<file path="src/rtl/rr_arbiter8.sv">
// Eight-way round-robin arbiter with registered one-hot grant, held until ack.
// Define RR_ARB_PARK_EN to re-grant a still-requesting holder on ack instead of rotating.
module rr_arbiter8 (
    input  logic       clk,
    input  logic       rst,
    input  logic [7:0] req,
    input  logic       ack,
    output logic [7:0] gnt,
    output logic       gnt_valid,
    output logic [2:0] gnt_idx
);

    typedef enum logic {
        IDLE  = 1'b0,
        GRANT = 1'b1
    } state_t;

    state_t     state_q, state_d;
    logic [2:0] ptr_q, ptr_d;
    logic [7:0] gnt_q, gnt_d;
    logic       gnt_valid_q, gnt_valid_d;
    logic [2:0] gnt_idx_q, gnt_idx_d;

    logic [2:0] next_base;
    logic       hit_ptr, hit_next;
    logic [2:0] idx_ptr, idx_next;
    logic [7:0] onehot_ptr, onehot_next;

    // First set bit of r at or above base, wrapping 7->0; lowest offset wins.
    function automatic logic [3:0] pick_first(input logic [7:0] r, input logic [2:0] base);
        logic [3:0] res;
        logic [2:0] idx;
        res = 4'b0000;
        for (int k = 7; k >= 0; k--) begin
            idx = base + 3'(k);
            if (r[idx]) res = {1'b1, idx};
        end
        return res;
    endfunction

    assign next_base = gnt_idx_q + 3'd1;
    assign {hit_ptr, idx_ptr}   = pick_first(req, ptr_q);
    assign {hit_next, idx_next} = pick_first(req, next_base);

    generate
        for (genvar gi = 0; gi < 8; gi++) begin : g_decode
            assign onehot_ptr[gi]  = (idx_ptr == 3'(gi));
            assign onehot_next[gi] = (idx_next == 3'(gi));
        end
    endgenerate

    always_comb begin
        state_d     = state_q;
        ptr_d       = ptr_q;
        gnt_d       = gnt_q;
        gnt_valid_d = gnt_valid_q;
        gnt_idx_d   = gnt_idx_q;
        case (state_q)
            IDLE: begin
                if (hit_ptr) begin
                    state_d     = GRANT;
                    gnt_d       = onehot_ptr;
                    gnt_valid_d = 1'b1;
                    gnt_idx_d   = idx_ptr;
                end
            end
            GRANT: begin
                if (ack) begin
`ifdef RR_ARB_PARK_EN
                    if (!req[gnt_idx_q]) begin
                        ptr_d = next_base;
                        if (hit_next) begin
                            gnt_d     = onehot_next;
                            gnt_idx_d = idx_next;
                        end else begin
                            state_d     = IDLE;
                            gnt_d       = 8'h00;
                            gnt_valid_d = 1'b0;
                        end
                    end
`else
                    ptr_d = next_base;
                    if (hit_next) begin
                        gnt_d     = onehot_next;
                        gnt_idx_d = idx_next;
                    end else begin
                        state_d     = IDLE;
                        gnt_d       = 8'h00;
                        gnt_valid_d = 1'b0;
                    end
`endif
                end
            end
            default: begin
                state_d     = IDLE;
                gnt_d       = 8'h00;
                gnt_valid_d = 1'b0;
            end
        endcase
    end

    always_ff @(posedge clk or posedge rst) begin
        if (rst) begin
            state_q     <= IDLE;
            ptr_q       <= 3'd0;
            gnt_q       <= 8'h00;
            gnt_valid_q <= 1'b0;
            gnt_idx_q   <= 3'd0;
        end else begin
            state_q     <= state_d;
            ptr_q       <= ptr_d;
            gnt_q       <= gnt_d;
            gnt_valid_q <= gnt_valid_d;
            gnt_idx_q   <= gnt_idx_d;
        end
    end

    assign gnt       = gnt_q;
    assign gnt_valid = gnt_valid_q;
    assign gnt_idx   = gnt_idx_q;

endmodule
</file>
<file path="config.mk">
export PLATFORM = sky130hd
export DESIGN_NAME = rr_arbiter8
export DESIGN_NICKNAME = d
export VERILOG_FILES = /design/src/rtl/rr_arbiter8.sv
export SDC_FILE = /design/constraint.sdc
export NUM_CORES = 1
export LEC_CHECK = 0
export CELL_PAD_IN_SITES_DETAIL_PLACEMENT = 1
export CELL_PAD_IN_SITES_GLOBAL_PLACEMENT = 1
export CORE_MARGIN = 3
export CORE_UTILIZATION = 46
export CTS_BUF_LIST = sky130_fd_sc_hd__clkbuf_8 sky130_fd_sc_hd__clkbuf_16
export DETAILED_ROUTE_END_ITERATION = 10
export GPL_ROUTABILITY_DRIVEN = 1
export GPL_TIMING_DRIVEN = 0
export PLACE_DENSITY_LB_ADDON = 0.1
export REMOVE_ABC_BUFFERS = 1
export SYNTH_ARGS = -nofsm -noshare
export SYNTH_HDL_FRONTEND = slang
export SYNTH_SLANG_ARGS = --single-unit
</file>
<file path="constraint.sdc">
create_clock -name clk -period 4.69 [get_ports clk]
set_input_delay 0.7035 -clock clk [delete_from_list [all_inputs] [get_ports clk]]
set_output_delay 0.7035 -clock clk [all_outputs]
set_load 0.03 [all_outputs]
</file>
==> results.toml, run 1 <==
[drt]
vias = 2610
dr.pass1.iters = 4
wl_per_cell_um = 19.8
drtIter0Drc = 102
via_per_inst = 6.57
route.detailed.drc = 0
wl_um = 7840
ant_nets = 0

[floorplanning]
start_util_pct = 49.2
row_count = 27
coreArea_um2 = 5710
fp.dieH_um = 84.1
pin_count = 23
die_w_um = 84.1
die-area_um2 = 7070

[clock_tree]
numCtsBuffers = 3
post-cts-setup-buffers = 0
cts.path.max_buffers = 2
clock_sinks = 16
cts-root-buf = "clkbuf_8"
cts_htree_levels = 1
insertion_delay_ns = 0.26
cts_tree = "done"
clk_pin_slew_ns = 0.07

[critical_path]
worstPathArrival_ns = 4.48
critical_path_class = "reg2reg"
critPathMaxFanout = 21
endpoint_kind = "register"
cpPeakStageDelay_ns = 0.91
cpMaxStageDelayCell = "dfrtp_1"
cp-start-kind = "register"
crit_path_cell_trace = "clkinv_1 -> ha_1 -> mux4_2 -> nor2b_1 -> o41ai_1 -> nor2_1 -> o311ai_1 -> a21oi_1 -> nor2b_1 -> a221o_1"
cp_data_required_time_ns = 4.83
cpMostUsedCell = "nor2b_1"

[sta]
fmax_mhz = 230
hold_violations = 0
maxSlewHeadroom_pct = 41.7
slew_violations = 0
worstMarginPinSlew_ns = 0.875
rsz0062_at_grt = "false"
layout_min_cycle_time_ns = 4.34
finalSetupViolations = 0
post-route-period-util_pct = 92.6
final.setup_skew_ns = 0.00282
fin_hold_ws_ns = 0.503
setup_slack_ns = 0.346

[grt]
antenna_found_initial = 0
grt_busiest_layer = "met2"
grt_use_met1_pct = 30.4
grt_pass1_wl_um = 13300
grtUsageMet3_pct = 2.57
gr-total-overflow = 0
grtUsageMet2_pct = 39.7
grt_usage_pct = 22.6
grt_pass1_vias = 2618
grt_max_degree = 38

[synthesis]
yosysWarnings = 0
synthesis.area_um2 = 2810
syn_area_per_cell_um2 = 8.56
synth-main-ff-cell = "dfrtp_1"
synth_edf_count = 0
syn_inst = 328
ys_seq_area_share_pct = 14.3
synth_seq_cells = 16
async_flop_share_pct = 100
synth_cell_types = 67

[cells_and_area]
fin_nets = 341
syn2layout_area_growth_pct = 8.38
drive_gt1_share_pct = 16.0
fin_util_pct = 53.3
antenna-diode-count = 0

[place]
portBuffers = 22
place_ws_ns = -0.851
gp_congestion = 0.857
hpwl_um = 5760

[outcome]
outcome = "finished, final reports clean"

[worst_hold_path]
hp-class = "reg2reg"

[run]
maxCapViolCount = 0
synthesized netlist by cell type, drive strengths merged, types with 3 or more instances:
library cell | n | area share [%]
nor3b | 3 | 0.80
inv | 12 | 1.6
mux2 | 16 | 6.4
mux4 | 19 | 16
nand4 | 3 | 0.67
nand3 | 6 | 1.1
a31oi | 4 | 0.89
nor2 | 26 | 3.6
a22oi | 3 | 0.80
o211ai | 10 | 2.9
buf | 11 | 2.8
a211oi | 4 | 1.1
o31ai | 4 | 1.6
nor3 | 5 | 0.89
a211o | 3 | 0.94
nand2 | 33 | 4.4
ha | 4 | 1.8
clkbuf | 18 | 2.4
mux2i | 16 | 6.2
o41ai | 3 | 1.2
a21oi | 17 | 3.0
a21o | 4 | 1.1
nor2b | 6 | 1.3
nand3b | 4 | 1.1
dfrtp | 16 | 14
o21ai | 21 | 3.7
o32ai | 3 | 0.94
and2 | 5 | 1.1
nand2b | 6 | 1.3
xor2 | 4 | 1.2
routing by layer:
layer  vias to the layer above  routed length [um]
met1                      1316                3690
met4                         0                  68
met5                         -                   0
li1                       1255                   -
met2                        31                3920
met3                         8                 162
layout make-up:
cell class                 instances  area, um2
timing repair buffer              22        220
inverter                          13       48.8
fill                             698       2670
tap                               72       90.1
clock buffer                       4       55.1
sequential                        16        404
multi-input combinational        270       2220
stage by stage:
stage / setup TNS [ns] / cell area (um2) / std cells
2_1_floorplan: -0.0435 / 2660 / 299
5_1_grt: 0 / 3040 / 397
3_5_place_dp: -6.84 / 2970 / 393
6_report: 0 / 3040 / 397
3_3_place_gp: -6.54 / 2970 / 393
4_1_cts: 0 / 3040 / 397
cell usage in the layout (no fill, tap or decap), types with 6 or more instances in the layout:
master	count
nand2_1	33
nor2_1	25
clkdlybuf4s50_1	22
o21ai_0	20
a21oi_1	17
mux4_2	16
mux2_2	16
mux2i_1	15
dfrtp_1	15
inv_1	12
o211ai_1	9
nand2b_1	6
nor2b_1	6
nand3_1	6
kinds of logic after synthesis:
family                   count (synthesis)  share of synthesized area [%]
AND/OR/NAND/NOR                        108                           19.6
AO/OA/AOI/OAI                           99                           25.7
multiplexers                            51                           28.2
buffers and inverters                   42                           6.95
flip-flops                              16                           14.3
XOR/XNOR                                 8                           3.48
adder cells (fa/ha/maj)                  4                           1.78
critical path, delay by kind of cell, from the launching register on:
kind	cells	cell delay, ns
buf+inv	1	0.47
compound gates	4	1.36
mux	1	0.44
flops	1	0.91
fa+ha+maj	1	0.60
simple gates	3	0.43
final timing paths:
kind / slack, ns / to / cells past startpoint / from
setup reg to reg: 0.35 / gnt[3] / 10 / ptr_q[0]
hold reg to reg: 0.50 / gnt[4] / 2 / gnt[4]
max in group asynchronous: 3.43 / gnt_idx[0] / 2 / rst
min in group asynchronous: 0.82 / gnt[3] / 2 / rst
setup / recovery: 0.35 / gnt[3] / 10 / ptr_q[0]
hold / removal: 0.50 / gnt[4] / 2 / gnt[4]
registers in the layout (all words and copies together) (netlist names):
register / count
ptr_q: 3
state_q: 1
gnt_valid: 1
gnt: 8
gnt_idx: 3
repair_timing:
item                                    4_1_cts  5_1_grt
hold endpoints to repair                      0        0
endpoints found under the setup margin       13        2
hold buffers                                  0        0
gates resized for setup                       3        1
Power of run 1 is left out: the tool's default activity adds up to more than one toggle a clock period on the data nets, which glitch-free logic cannot reach.
==> run 2: changes to the inputs <==
Settings changed: TNS_END_PERCENT from default to 30.
==> results of run 2 <==
The final DEF is identical to that of run 1; final timing and power are the same.
Power of run 2 is left out for the same reason.
==> run 3: changes to the inputs <==
Settings changed: SLEW_MARGIN from default to 5.
==> results of run 3 <==
The final DEF is identical to that of run 1; final timing and power are the same.
Power of run 3 is left out for the same reason.
